==> config.mk <==
export PLATFORM = sky130hd
export DESIGN_NAME = node_frame_feeder
export DESIGN_NICKNAME = d
export VERILOG_FILES = /design/src/rtl/node_frame_feeder_pkg.sv /design/src/rtl/node_frame_feeder.sv
export SDC_FILE = /design/constraint.sdc
export NUM_CORES = 1
export LEC_CHECK = 0
export ABC_CLOCK_PERIOD_IN_PS = 2400
export BUFFER_PORTS_ARGS = -buffer_cell sky130_fd_sc_hd__buf_2
export CORE_MARGIN = 2
export CORE_UTILIZATION = 35
export CTS_BUF_LIST = sky130_fd_sc_hd__clkbuf_4 sky130_fd_sc_hd__clkbuf_8
export CTS_CLUSTER_SIZE = 24
export DETAILED_ROUTE_END_ITERATION = 8
export PLACE_DENSITY = 0.58
export SYNTH_ARGS = -nofsm -noshare
export SYNTH_HDL_FRONTEND = slang
export SYNTH_SLANG_ARGS = --single-unit
==> constraint.sdc <==
create_clock -name clk -period 2.4 [get_ports clk]
set_clock_uncertainty 0.2 [all_clocks]
set_input_delay 0.24 -clock clk [delete_from_list [all_inputs] [get_ports clk]]
set_output_delay 0.24 -clock clk [all_outputs]
set_load 0.05 [all_outputs]
==> src/rtl/node_frame_feeder_pkg.sv <==
// Shared constants, frame layout and state encoding for the Huffman node feeder.
package node_frame_feeder_pkg;

   localparam int unsigned DEPTH      = 256;
   localparam int unsigned NUM_W      = 9;
   localparam int unsigned WEIGHT_W   = 27;
   localparam int unsigned NODE_W     = NUM_W + WEIGHT_W;
   localparam int unsigned ADDR_W     = $clog2(DEPTH);

   localparam logic [WEIGHT_W-1:0] MAX_WEIGHT = {WEIGHT_W{1'b1}};

   localparam int unsigned NUM_MSB    = NODE_W - 1;
   localparam int unsigned NUM_LSB    = WEIGHT_W;
   localparam int unsigned WEIGHT_MSB = WEIGHT_W - 1;
   localparam int unsigned WEIGHT_LSB = 0;

   typedef enum logic [2:0] {
      StIdle,
      StFetch,
      StStream,
      StWaitSort,
      StDone
   } state_e;

   function automatic logic [NODE_W-1:0] make_frame(input logic [NUM_W-1:0]    num,
                                                    input logic [WEIGHT_W-1:0] weight);
      logic [NODE_W-1:0] frame;
      frame                        = '0;
      frame[NUM_MSB:NUM_LSB]       = num;
      frame[WEIGHT_MSB:WEIGHT_LSB] = weight;
      return frame;
   endfunction

endpackage

==> src/rtl/node_frame_feeder.sv <==
// Reads the symbol histogram and streams one burst of node frames into the selection
// network, then counts the sorted nodes coming back and signals completion.
module node_frame_feeder
   import node_frame_feeder_pkg::*;
#(
   parameter int unsigned ZERO_AS_MAX = 1
) (
   input  logic                clk,
   input  logic                rstN,
   input  logic                start,
   output logic                busy,
   output logic                done,
   output logic                hist_rd_en,
   output logic [ADDR_W-1:0]   hist_addr,
   input  logic [WEIGHT_W-1:0] hist_rdata,
   output logic                net_wr,
   output logic [NODE_W-1:0]   net_in,
   input  logic                net_valid_in,
   output logic [NUM_W-1:0]    nonzero_cnt
);

   localparam logic [ADDR_W-1:0] ADDR_LAST = ADDR_W'(DEPTH - 1);
   localparam logic [NUM_W-1:0]  RET_FULL  = NUM_W'(DEPTH);

   state_e              state_q, state_d;
   logic                done_q, done_d;
   logic                rd_en_q, rd_en_d;
   logic [ADDR_W-1:0]   addr_q, addr_d;
   logic [ADDR_W-1:0]   frame_cnt_q, frame_cnt_d;
   logic                net_wr_q, net_wr_d;
   logic [NODE_W-1:0]   net_in_q, net_in_d;
   logic [NUM_W-1:0]    nz_cnt_q, nz_cnt_d;
   logic [NUM_W-1:0]    ret_cnt_q, ret_cnt_d;

   logic                start_ok;
   logic                counting;
   logic [WEIGHT_W-1:0] weight;

   always_ff @(posedge clk or negedge rstN) begin
      if (!rstN) begin
         state_q     <= StIdle;
         done_q      <= 1'b0;
         rd_en_q     <= 1'b0;
         addr_q      <= '0;
         frame_cnt_q <= '0;
         net_wr_q    <= 1'b0;
         net_in_q    <= '0;
         nz_cnt_q    <= '0;
         ret_cnt_q   <= '0;
      end else begin
         state_q     <= state_d;
         done_q      <= done_d;
         rd_en_q     <= rd_en_d;
         addr_q      <= addr_d;
         frame_cnt_q <= frame_cnt_d;
         net_wr_q    <= net_wr_d;
         net_in_q    <= net_in_d;
         nz_cnt_q    <= nz_cnt_d;
         ret_cnt_q   <= ret_cnt_d;
      end
   end

   // The first cycle of StDone is the done cycle; a start there is still ignored.
   assign start_ok = start && ((state_q == StIdle) || ((state_q == StDone) && !done_q));
   assign counting = (state_q == StStream) || (state_q == StWaitSort);
   assign weight   = ((ZERO_AS_MAX != 0) && (hist_rdata == '0)) ? MAX_WEIGHT : hist_rdata;

   always_comb begin
      state_d     = state_q;
      done_d      = 1'b0;
      rd_en_d     = rd_en_q;
      addr_d      = addr_q;
      frame_cnt_d = frame_cnt_q;
      net_wr_d    = 1'b0;
      net_in_d    = '0;
      nz_cnt_d    = nz_cnt_q;
      ret_cnt_d   = ret_cnt_q;

      if (counting && net_valid_in && (ret_cnt_q != RET_FULL)) begin
         ret_cnt_d = ret_cnt_q + 1'b1;
      end

      unique case (state_q)
         StIdle, StDone: begin
            if (start_ok) begin
               state_d     = StFetch;
               rd_en_d     = 1'b1;
               addr_d      = '0;
               frame_cnt_d = '0;
               nz_cnt_d    = '0;
               ret_cnt_d   = '0;
            end
         end
         StFetch: begin
            state_d = StStream;
            addr_d  = addr_q + 1'b1;
         end
         StStream: begin
            // Data arriving now belongs to the address issued one cycle earlier.
            net_wr_d    = 1'b1;
            net_in_d    = make_frame(NUM_W'(frame_cnt_q), weight);
            frame_cnt_d = frame_cnt_q + 1'b1;
            if (hist_rdata != '0) begin
               nz_cnt_d = nz_cnt_q + 1'b1;
            end
            if (addr_q == ADDR_LAST) begin
               rd_en_d = 1'b0;
            end else begin
               addr_d = addr_q + 1'b1;
            end
            if (frame_cnt_q == ADDR_LAST) begin
               state_d = StWaitSort;
            end
         end
         StWaitSort: begin
            if (ret_cnt_d == RET_FULL) begin
               state_d = StDone;
               done_d  = 1'b1;
            end
         end
         default: begin
            state_d = StIdle;
         end
      endcase
   end

   assign busy        = (state_q == StFetch) || (state_q == StStream) ||
                        (state_q == StWaitSort) || done_q;
   assign done        = done_q;
   assign hist_rd_en  = rd_en_q;
   assign hist_addr   = addr_q;
   assign net_wr      = net_wr_q;
   assign net_in      = net_in_q;
   assign nonzero_cnt = nz_cnt_q;

endmodule

== Word-level counts from Yosys, hierarchy flattened ==
Index checks and enable logic that the tools add are counted.

* Output and inout bits: 57
* Word-level logic and storage cells: 70
* Bits in registers: 76

* Equality and inequality tests: 14
* Reductions and logical operators: 21
* Add/subtract/negate cells: 4
* Mux-type cells: 22

{| class="wikitable"
|+ Operator list
! cell !! count
|-
| $mux W9 || 5
|-
| $mux W35 || 1
|-
| $logic_not A27 Y1 || 1
|-
| $mux W27 || 1
|-
| $reduce_bool A27 Y1 || 1
|-
| $pmux W8 S3 || 1
|-
| $add A9 B1 Y9 const B || 2
|-
| $pmux W9 S2 || 1
|-
| $add A8 B1 Y8 const B || 2
|-
| $eq A8 B8 Y1 const B || 2
|-
| $mux W8 || 2
|-
| $pmux W8 S2 || 1
|-
| $pmux W3 S4 || 1
|-
| $reduce_and A3 Y1 || 4
|-
| $ne A2 B2 Y1 const B || 5
|-
| $eq A9 B9 Y1 const B || 1
|-
| $mux W3 || 3
|-
| $ne A9 B9 Y1 const B || 1
|-
| $eq A3 B2 Y1 const B || 2
|-
| $logic_or A1 B1 Y1 || 5
|-
| $mux W1 || 5
|-
| $logic_and A1 B1 Y1 || 4
|-
| $eq A3 B1 Y1 const B || 1
|-
| $eq A3 B3 Y1 const B || 1
|-
| other kinds (8) || 8
|}

== Longest topological paths before layout ==
Gate-level depths: netlist of run 1.

* Word-level depth: 8
* Mapped depth: 10
* Gate-level depth less buffers: 8

== Least setup slack after synthesis of run 1 ==
No wires, ideal clock.

* Path kind: reg2reg
* Start: register addr_q[0], in the netlist hist_addr[0]
* End: register addr_q[4], in the netlist hist_addr[4]
* Stages on the path, launching flop included: 10
* Data required time: 2.104 ns
* Setup time: 0.096 ns
* Slack: 0.021 ns
* Arrival time: 2.083 ns
* Clock period less this slack: 2.379 ns
* Cell sequence: dfrtp_1 ha_1 nand3_1 o311ai_0 a21o_1 buf_2 and2_1 buf_2 o21ai_0 o31ai_1

* Cells in the longest elaborated chain, start to end: 3
* Elaborated cells between the ends (all ways): 6

{| class="wikitable"
|+ Ends and longest elaborated chain
! what !! RTL line !! RTL
|-
| start: declaration || node_frame_feeder.sv:28 || <nowiki>logic [ADDR_W-1:0] addr_q, addr_d;</nowiki>
|-
| start signal: assignment || node_frame_feeder.sv:54 || <nowiki>addr_q <= addr_d;</nowiki>
|-
| $add A8 B1 Y8 / $eq A8 B8 Y1 (equally long branches) || node_frame_feeder.sv:96, node_frame_feeder.sv:109, node_frame_feeder.sv:106 ||
|-
| $mux W8 / $ne A2 B2 Y1 (equally long branches) || -- ||
|-
| $pmux W8 S3 / $reduce_and A3 Y1 (equally long branches) || -- ||
|}

Several ways; a longest one is shown, not always the timed one. The select of a mux whose other input is x is not followed.
A chain may end at the register's enable or synchronous reset.

== Worst setup path after layout of run 1 ==
* Start: register ret_cnt_q[0]
* End: register state_q[2]

* Cells in the longest elaborated chain, start to end: 6
* Elaborated cells between the ends (all ways): 7

{| class="wikitable"
|+ Ends and longest elaborated chain
! what !! RTL line !! RTL
|-
| start: declaration || node_frame_feeder.sv:33 || <nowiki>logic [NUM_W-1:0] ret_cnt_q, ret_cnt_d;</nowiki>
|-
| start signal: assignment || node_frame_feeder.sv:59 || <nowiki>ret_cnt_q <= ret_cnt_d;</nowiki>
|-
| parallel branches: the longest is 2 deep, another holds $add A9 B1 Y9 || -- ||
|-
| $mux W9 * || node_frame_feeder.sv:79 || <nowiki>if (counting && net_valid_in && (ret_cnt_q != RET_FULL)) begin</nowiki>
|-
| $eq A9 B9 Y1 * || node_frame_feeder.sv:116 || <nowiki>if (ret_cnt_d == RET_FULL) begin</nowiki>
|-
| $ne A2 B1 Y1 (no line) * || -- ||
|-
| $reduce_and A3 Y1 (no line) * || -- ||
|-
| end signal: assignment || node_frame_feeder.sv:41 || <nowiki>state_q <= StIdle;</nowiki>
|-
| end signal: assignment || node_frame_feeder.sv:51 || <nowiki>state_q <= state_d;</nowiki>
|-
| end: declaration || node_frame_feeder.sv:25 || <nowiki>state_e state_q, state_d;</nowiki>
|}

Every way passes the cells marked *.

==> results of run 1 <==
## area by class of cell
cell class,instances,area (um2)
Clock buffer,11,139
Clock inverter,5,62.6
Fill cell,876,4830
Inverter,8,30.0
Multi-Input combinational cell,220,1410
Sequential cell,75,1880
Tap cell,129,161
Timing Repair Buffer,126,816
## stage by stage
step	instance area, um2	cells	hold slack, ns	utilization	setup slack, ns
4_1_cts	4480	574	0.133	0.481	0.0296
3_5_place_dp	4000	530	0.0310	0.429	0.149
5_1_grt	4500	574	0.151	0.482	0.0289
2_1_floorplan	3400	321	-0.256	-	0.0205
6_report	4500	574	0.155	0.482	0.140
3_3_place_gp	4000	530	0.0348	0.429	0.194
## report_power, final
group	switching (mW)	leakage [nW]	internal, mW	total [mW]
registers	0.0803	0.913	1.31	1.39
logic	0.190	1.36	0.186	0.375
clock network	0.493	0.0970	0.509	1.00
## worst register-to-register path: stages (launching register included)
cell	delay [ns]
dfrtp_1	0.41
inv_1	0.11
ha_1	0.20
and4bb_2	0.23
a21oi_2	0.17
mux2_4	0.31
o2111a_1	0.14
and4_1	0.19
a31o_1	0.18
## state kept, by name (all words and copies together) (netlist names)
signal,flops
done,1
frame_cnt_q,8
hist_addr,8
hist_rd_en,1
net_in,35
net_wr,1
nonzero_cnt,9
ret_cnt_q,9
state_q,3
## cell usage in the layout (no fill, tap or decap), types with 7 or more instances in the layout
cell and count:
nand3_1 12, and3_1 8, buf_2 85, clkbuf_8 9, inv_1 7, dfrtp_1 75, nand2_1 23, nor2_1 27
buf_4 12, and2_1 11, a21o_1 28, xnor2_1 11, a21oi_1 7, o21ai_0 22, dlygate4sd3_1 28
## metal layers
layer  share of wire  GRT usage
met5               0          0
met3           0.080     0.0651
met1            0.44      0.201
met2            0.47      0.273
met4           0.013     0.0626
## final timing paths
path,start,endpoint
hold reg to reg,frame_cnt_q[7],frame_cnt_q[7]
setup / recovery,ret_cnt_q[0],state_q[2]
hold / removal,start,state_q[0]
setup reg to reg,ret_cnt_q[0],state_q[2]
max in group asynchronous,rstN,net_in[5]
min in group asynchronous,rstN,hist_addr[7]
## kinds of logic (layout without fill, tap and decap cells)
family                     after synthesis  count (layout)  share of synthesized area
DFF                                     75              75                      0.552
AOI/OAI and AO/OA                       75              75                      0.149
other                                    1               1                    0.00110
and+or+nand+nor                        121             121                      0.193
xor gates and xnor gates                15              15                     0.0386
muxes                                    3               3                     0.0103
buffers and inverters                   26             150                     0.0375
adders and majority gates                5               5                     0.0184
## what timing repair did
| item | 4_1_cts | 5_1_grt |
|---|---|---|
| setup endpoints to repair | 0 | 4 |
| endpoints found under the hold margin | 58 | 0 |
| gates resized for setup | 0 | 2 |
| hold buffers | 28 | 0 |
==> results.json, run 1 <==
{
  "cts.sinks": 75,
  "clockBufferDepth": 2,
  "synth_common_cells": "dfrtp_1, a21o_1, nor2_1, nand2_1, o21ai_0",
  "drt-wirelength-per-cell_um": 14.5,
  "grt_pass1_vias": 2877,
  "crit_family": "compound AO/OA/AOI/OAI gates",
  "grt_pass1_wl_um": 13600,
  "cts_tree": "yes",
  "grt-ovfl-total": 0,
  "yosysMostFrequentCell": "dfrtp_1",
  "n_antenna_cell": 0,
  "clockRootBuffer": "clkbuf_8",
  "io_pins": 88,
  "ys_async_sr_fraction": 1.00,
  "numCtsBuffers": 9,
  "totalPowerFinal_mw": 2.77,
  "worstPathArrival_ns": 2.31,
  "hold_viol_final": 0,
  "yosys_register_bits": 75,
  "fp.dieH_um": 103,
  "io_buffer_count": 86,
  "power-per-cell-area_nw_per_um2": 616,
  "syn_avg_cell_area_um2": 10.6,
  "fin_crit_ns": 2.26,
  "r2r_slack_ns": 0.14,
  "place_congestion": 0.866,
  "p_leak_nw": 2.37,
  "clock_latency_ns": 0.36,
  "coreArea_um2": 9330,
  "ys_warn_count": 0,
  "final_nets": 476,
  "clock.fmax_mhz": 443,
  "finalSetupTns_ns": 0,
  "finalSetupViolCount": 0,
  "track_usage": 0.167,
  "synth_edf_count": 0,
  "num_rows": 35,
  "holdPathStages": 4,
  "num_vias": 2829,
  "synth.largest_area_cell": "dfrtp_1",
  "drtIter0Drc": 104,
  "drive_above_1_share": 0.290,
  "hold_class": "primary input to flop",
  "slowest_delay_ns": 0.41,
  "path_cells": "inv_1, ha_1, and4bb_2, a21oi_2, mux2_4, o2111a_1, and4_1, a31o_1",
  "die-area_um2": 10500,
  "synth_nets": 357,
  "yosysSeqAreaShare": 0.552,
  "start_util": 0.365,
  "crit_path_top_delay_cell": "dfrtp_1",
  "drv_cap": 0,
  "irDropWorstVdd_uv": 279,
  "via_per_inst": 4.93,
  "clkTransAtPathRegs_ns": 0.08,
  "min_period_over_period": 0.942,
  "rsz0062_at_grt": "false",
  "synth_area_leaders": "dfrtp_1, a21o_1, o21ai_0",
  "areaGrowthSynthToFinish_pct": 32.2,
  "ys_types": 54,
  "synthCells": 321,
  "drt-total-wl_um": 8300,
  "cp.depth": 8,
  "synth_ff_type": "dfrtp_1",
  "cts_setup_buffers": 0,
  "antenna_found_initial": 0,
  "rr_worst_depth": 8,
  "worst-path-buf-inv": 1,
  "netlist_area_um2": 3400,
  "crit_path_end_kind": "flop",
  "grt_max_degree": 34,
  "crit_fanout": 4,
  "route.antenna.remaining_nets": 0,
  "hpwlAfterDp_um": 5610,
  "die_x_um": 103,
  "htreeDepth": 3,
  "critPathLaunchType": "flop",
  "slew_violations": 0,
  "drc_errors": 0,
  "status": "finished clean",
  "drt-pass1-iter-count": 4,
  "netlist.area_leader.share": 0.552,
  "critical_path_required_ns": 2.45,
  "crit_type": "flop to flop"
}
No activity file was read; power rests on OpenSTA's default activity.
==> inputs of run 2 (changes only) <==
Settings changed: ABC_AREA from default to 1, ABC_CLOCK_PERIOD_IN_PS 2400 to 2640, PLACE_DENSITY 0.58 to 0.55.
Clock period 2.4 ns to 2.64 ns, I/O delays scaled along.
==> run 2 against run 1 <==
Against the previous run:
- worst hold slack better by 0.16 ns
- via count up 15%
- core utilization down 2.3 points
- total power is 60% higher
- clock power is essentially flat
- sequential cell count stayed put
- area after synthesis rose by 7.4%
- largest cell class unchanged
- highest routed layer unchanged
==> results.json, run 2 <==
{
  "place_congestion": 0.820,
  "r2r-end": "done",
  "min_period_over_period": 0.813,
  "path_cells": "inv_1, ha_1, nand2_1, nor2_4, a21oi_2, o21ai_0, nor2_1, nand3_1, inv_1",
  "synthMuxAreaShare": 0,
  "fin_crit_ns": 2.15,
  "slew_violations": 0,
  "crit_type": "flop to flop",
  "drt-total-wl_um": 8980,
  "drc_errors": 0,
  "start_util": 0.357,
  "htreeDepth": 3,
  "status": "finished clean",
  "num_vias": 3257,
  "clkTransAtPathRegs_ns": 0.08,
  "syn_avg_cell_area_um2": 8.21,
  "cts_resized": 0,
  "rsz0062_at_grt": "false",
  "yosys_register_bits": 75,
  "synth-xor-area-share": 0.0144,
  "die_x_um": 106,
  "fp.dieH_um": 106,
  "synthAdderAreaFrac": 0.0171,
  "dp_slack_ns": 0.501,
  "min_from": "hist_addr[7]",
  "critPathLaunchType": "flop",
  "p_leak_nw": 2.52,
  "synth_area_leaders": "dfrtp_1, nand2_1, nor2_1",
  "hpwlAfterDp_um": 6380,
  "n_antenna_cell": 0,
  "netlist_area_um2": 3650,
  "grt_pass1_wl_um": 15200,
  "synth_common_cells": "nand2_1, dfrtp_1, nor2_1, inv_1, nand3_1",
  "num_rows": 37,
  "drt-wirelength-per-cell_um": 12.8,
  "worst-path-buf-inv": 2,
  "drt-pass1-iter-count": 4,
  "numCtsBuffers": 9,
  "synth.largest_area_cell": "dfrtp_1",
  "slowest_delay_ns": 0.44,
  "crit_fanout": 6,
  "clockRootBuffer": "clkbuf_8",
  "timing.rr.start": "ret_cnt_q[0]",
  "grt_pass1_vias": 3305,
  "totalPowerFinal_mw": 4.44,
  "final_cells": 701,
  "synth_edf_count": 0,
  "clock.fmax_mhz": 466,
  "route.antenna.remaining_nets": 0,
  "fillCellCount": 1015,
  "cts_tree": "yes",
  "coreArea_um2": 10200,
  "antenna_found_initial": 0,
  "irDropWorstVdd_uv": 428,
  "clockBufferDepth": 2,
  "final_common_cell": "nand2_1",
  "cts.sinks": 75,
  "synth_ff_type": "dfrtp_1",
  "io_pins": 88,
  "io_buffer_count": 86,
  "hold_end": "hist_addr[7]",
  "crit_path_end_kind": "flop",
  "drive_above_1_share": 0.234,
  "ys_types": 40,
  "drv_cap": 0,
  "final_nets": 596,
  "most-common-layout-cells": "nand2_1, buf_2, dfrtp_1",
  "netlist.area_leader.share": 0.514,
  "fin_ws_ns": 0.494,
  "finalSetupTns_ns": 0,
  "areaGrowthSynthToFinish_pct": 28.5,
  "synth_top_family_by_area": "simple AND/OR/NAND/NOR gates",
  "die-area_um2": 11300,
  "dp.cells": 657,
  "ys_async_sr_fraction": 1.00,
  "grt-ovfl-total": 0,
  "drtIter0Drc": 148,
  "crit_family": "simple AND/OR/NAND/NOR gates",
  "synth_compound_area_frac": 0.0706,
  "tightest_slew_ns": 0.956,
  "hold_viol_final": 0,
  "whs_ns": 0.318,
  "synthSimpleGateAreaFrac": 0.304,
  "yosysSeqAreaShare": 0.514,
  "track_usage": 0.170,
  "synthCells": 445,
  "critical_path_required_ns": 2.67,
  "rr_worst_depth": 9,
  "yosysMostFrequentCell": "nand2_1",
  "hold_class": "flop to flop",
  "ys_warn_count": 0,
  "synth_nets": 481,
  "finalSetupViolCount": 0,
  "r2r_slack_ns": 0.49,
  "clock_latency_ns": 0.35,
  "largest_register_ffs": 35,
  "grt_max_degree": 76,
  "holdPathStages": 1,
  "crit_path_top_delay_cell": "dfrtp_1",
  "power-per-cell-area_nw_per_um2": 947,
  "slew_headroom": 0.362,
  "cp_common_cell": "inv_1",
  "via_per_inst": 4.65,
  "worstPathArrival_ns": 2.17
}
==> run 2: changes by cell type in the layout (fill, tap and decap cells not counted), moves of 5 or more <==
cell	delta
o21ai_0	-12
and2_1	-11
o31ai_1	-5
a21o_1	-28
xnor2_1	-11
nor2_1	+20
nand3_1	+12
buf_4	-9
o21ai_1	+9
inv_2	+8
nand2_1	+109
nand4_1	+6
and3_1	-8
inv_1	+39
==> run 2: where the power goes <==
group / internal, mW / switching, mW
combinational: 0.504 / 1.45
sequential: 1.36 / 0.138
clock: 0.545 / 0.447
total: 2.41 / 2.03
==> run 2: cell type report <==
type,count,area [um2],area share
Clock inverter,6,87.6,0.0187
Sequential cell,75,1880,0.400
Timing Repair Buffer,116,728,0.155
Tap cell,136,170,0.0363
Multi-Input combinational cell,302,1490,0.317
Inverter,56,213,0.0453
Clock buffer,10,131,0.0280
==> run 2: how the worst max path moves through the flow <==
stage	startpoint	cells after the start	to	slack [ns]
2_1_floorplan	hist_addr[1]	10	hist_addr[7]	0.55
3_3_place_gp	ret_cnt_q[0]	9	state_q[2]	0.54
3_5_place_dp	ret_cnt_q[0]	9	state_q[2]	0.50
4_1_cts	ret_cnt_q[0]	9	done	0.49
5_1_grt	ret_cnt_q[0]	9	state_q[2]	0.32
6_report	ret_cnt_q[0]	9	done	0.49
==> run 2: per-stage QoR <==
stage,util,instance area (um2)
floorplan,-,3650
global placement,0.410,4190
detailed placement,0.410,4190
CTS,0.459,4690
global route,0.459,4690
finish,0.459,4690
==> run 2: logic make-up after synthesis <==
kind of cell,count (synthesis)
AO/OA/AOI/OAI,44
XOR/XNOR,6
adder cells (fa/ha/maj),5
buffers and inverters,68
flip-flops,75
other,1
AND/OR/NAND/NOR,246
==> run 2: timing repair <==
action	4_1_cts	5_1_grt
hold buffers	28	0
hold endpoints to repair	102	0
setup buffers	0	0
==> run 2: metal layers <==
metal,vias up,share of wire,GRT usage
li1,1642,-,-
met1,1522,0.44,0.210
met2,78,0.51,0.286
met3,15,0.037,0.0392
met4,0,0.021,0.0733
met5,-,0,0
==> inputs of run 3 (changes only) <==
Settings changed: ABC_CLOCK_PERIOD_IN_PS 2640 to 1940, PLACE_DENSITY 0.55 to 0.57.
Clock period 2.64 ns to 1.94 ns, I/O delays scaled along.
==> run 3 against run 2 <==
Against the previous run:
- the run now ends with setup timing left
- wire length grew 3.8%
- final area grew 6.6%
- global-route usage shrank 0.18 points
- register-to-register slack lost 0.51 ns
- worst setup slack lost 0.51 ns
- count of clock-buffer cells in the layout shrank 1
- die area is the same
- sequential cell count is the same
- sequential share of layout area shrank 2.3 points
- maximum frequency grew 9.8%
- first-iteration DRC count grew 6.1%
- clock power grew 26%
==> results.json, run 3 (synthesis results as in run 2) <==
{
  "status": "finished with violations",
  "violations": "setup timing",
  "critPathLaunchType": "flop",
  "die_x_um": 106,
  "antenna_found_initial": 0,
  "htreeDepth": 3,
  "fin_crit_ns": 1.95,
  "power.switching_mw": 2.95,
  "fillCellCount": 971,
  "crit_type": "flop to flop",
  "clkTransAtPathRegs_ns": 0.09,
  "r2r_slack_ns": -0.01,
  "place_congestion": 0.851,
  "io_pins": 88,
  "final_nets": 620,
  "comb_power_share": 0.482,
  "drive_above_1_share": 0.307,
  "start_util": 0.357,
  "r2r-end": "state_q[1]",
  "grt_max_degree": 33,
  "power-per-cell-area_nw_per_um2": 1270,
  "finalSetupViolCount": 2,
  "areaGrowthSynthToFinish_pct": 36.9,
  "drv_cap": 0,
  "min_period_over_period": 1.01,
  "final_common_cell": "nand2_1",
  "grt-ovfl-total": 0,
  "worstPathArrival_ns": 1.97,
  "track_usage": 0.168,
  "clock_latency_ns": 0.35,
  "cts_tree": "yes",
  "fp.dieH_um": 106,
  "fin_ws_ns": -0.0141,
  "cp_common_cell": "nand2_1",
  "dp.cells": 671,
  "p_clk_frac": 0.197,
  "crit_path_end_kind": "flop",
  "intPower_mw": 3.39,
  "coreArea_um2": 10200,
  "switching_share": 0.465,
  "crit_path_start": "ret_cnt_q[1]",
  "critical_path_required_ns": 1.95,
  "final_cells": 725,
  "slew_violations": 0,
  "drc_errors": 0,
  "drt-total-wl_um": 9320,
  "num_rows": 37,
  "drtIter0Drc": 157,
  "slowest_delay_ns": 0.41,
  "rr_worst_depth": 13,
  "crit_fanout": 6,
  "irDropWorstVdd_uv": 719,
  "die-area_um2": 11300,
  "largest_register_ffs": 35,
  "grt_pass1_wl_um": 15100,
  "path_cells": "inv_2, ha_4, nand2_2, nor2_4, nand2_8, nand3_1, nand2_1, inv_1, nand2_1, nor2_2, nand3_1, nand2_1, o211ai_1",
  "clockBufferDepth": 2,
  "io_buffer_count": 86,
  "via_per_inst": 4.67,
  "crit_path_top_delay_cell": "dfrtp_1",
  "num_vias": 3385,
  "grt_pass1_vias": 3310,
  "hpwlAfterDp_um": 6540,
  "crit_family": "simple AND/OR/NAND/NOR gates",
  "p_leak_nw": 2.63,
  "hold_class": "primary input to async pin",
  "drt-pass1-iter-count": 4,
  "route.antenna.remaining_nets": 0,
  "n_antenna_cell": 0,
  "final_util": 0.489,
  "seq_power_share": 0.321,
  "drt-wirelength-per-cell_um": 12.9,
  "clock.fmax_mhz": 512,
  "rsz0062_at_grt": "true",
  "timing.rr.start": "ret_cnt_q[1]",
  "worst-path-buf-inv": 2,
  "hold_viol_final": 0,
  "clockRootBuffer": "clkbuf_8",
  "numCtsBuffers": 9,
  "most-common-layout-cells": "nand2_1, buf_2, dfrtp_1",
  "cts.sinks": 75
}
run 3: power groups by stage:
stage	Combinational (mW)	Clock, mW	Sequential, mW
floorplan	1.36	0	2.73
global placement	2.74	0	2.06
detailed placement	2.75	0	2.07
CTS	2.91	1.29	2.04
global route	3.36	1.37	2.08
finish	3.06	1.25	2.04
run 3: cell type report:
class | instances | area [um2] | area share
clock buffer | 9 | 124 | 0.0248
clock inverter | 7 | 83.8 | 0.0168
sequential | 75 | 1880 | 0.377
inverter | 56 | 213 | 0.0425
timing repair buffer | 138 | 921 | 0.184
tap | 136 | 170 | 0.0340
multi-input combinational | 304 | 1610 | 0.321
run 3: what timing repair did:
action	4_1_cts	5_1_grt
hold endpoints to repair	102	0
gates resized for setup	9	17
buffers inserted	2	6
gates cloned	2	0
pin swaps	4	4
hold buffers	28	0
setup endpoints to repair	4	40
run 3: worst max path at each step:
| stage | end | slack (ns) | depth (start not counted) |
|---|---|---|---|
| after global placement | state_q[1] | -0.02 | 13 |
| after floorplan | hist_addr[7] | -0.0006 | 10 |
| final | state_q[1] | -0.01 | 13 |
| after CTS | state_q[2] | -0.006 | 12 |
| after detailed placement | state_q[1] | -0.05 | 13 |
| after global routing | state_q[2] | -0.17 | 12 |
run 3: per-stage QoR:
stage          setup TNS [ns]  worst slack [ns]  hold slack (ns)  area [um2]  total power, mW
6_report              -0.0195           -0.0141           0.0969        5000             6.34
5_1_grt                -0.540            -0.172            0.114        5000             6.81
4_1_cts               -0.0114          -0.00618            0.107        4890             6.23
3_5_place_dp           -0.123           -0.0537          -0.0592        4330             4.82
3_3_place_gp          -0.0247           -0.0171          -0.0609        4330             4.80
2_1_floorplan       -0.000630         -0.000630           -0.302        3660             4.10
run 3: per-layer routing:
| metal | vias to the layer above | track usage | share of wire | wire [um] |
|---|---|---|---|---|
| li1 | 1704 | - | - | - |
| met1 | 1588 | 0.198 | 0.43 | 3970 |
| met2 | 81 | 0.300 | 0.52 | 4840 |
| met3 | 12 | 0.0343 | 0.040 | 376 |
| met4 | 0 | 0.0658 | 0.015 | 140 |
| met5 | - | 0 | 0 | 0 |
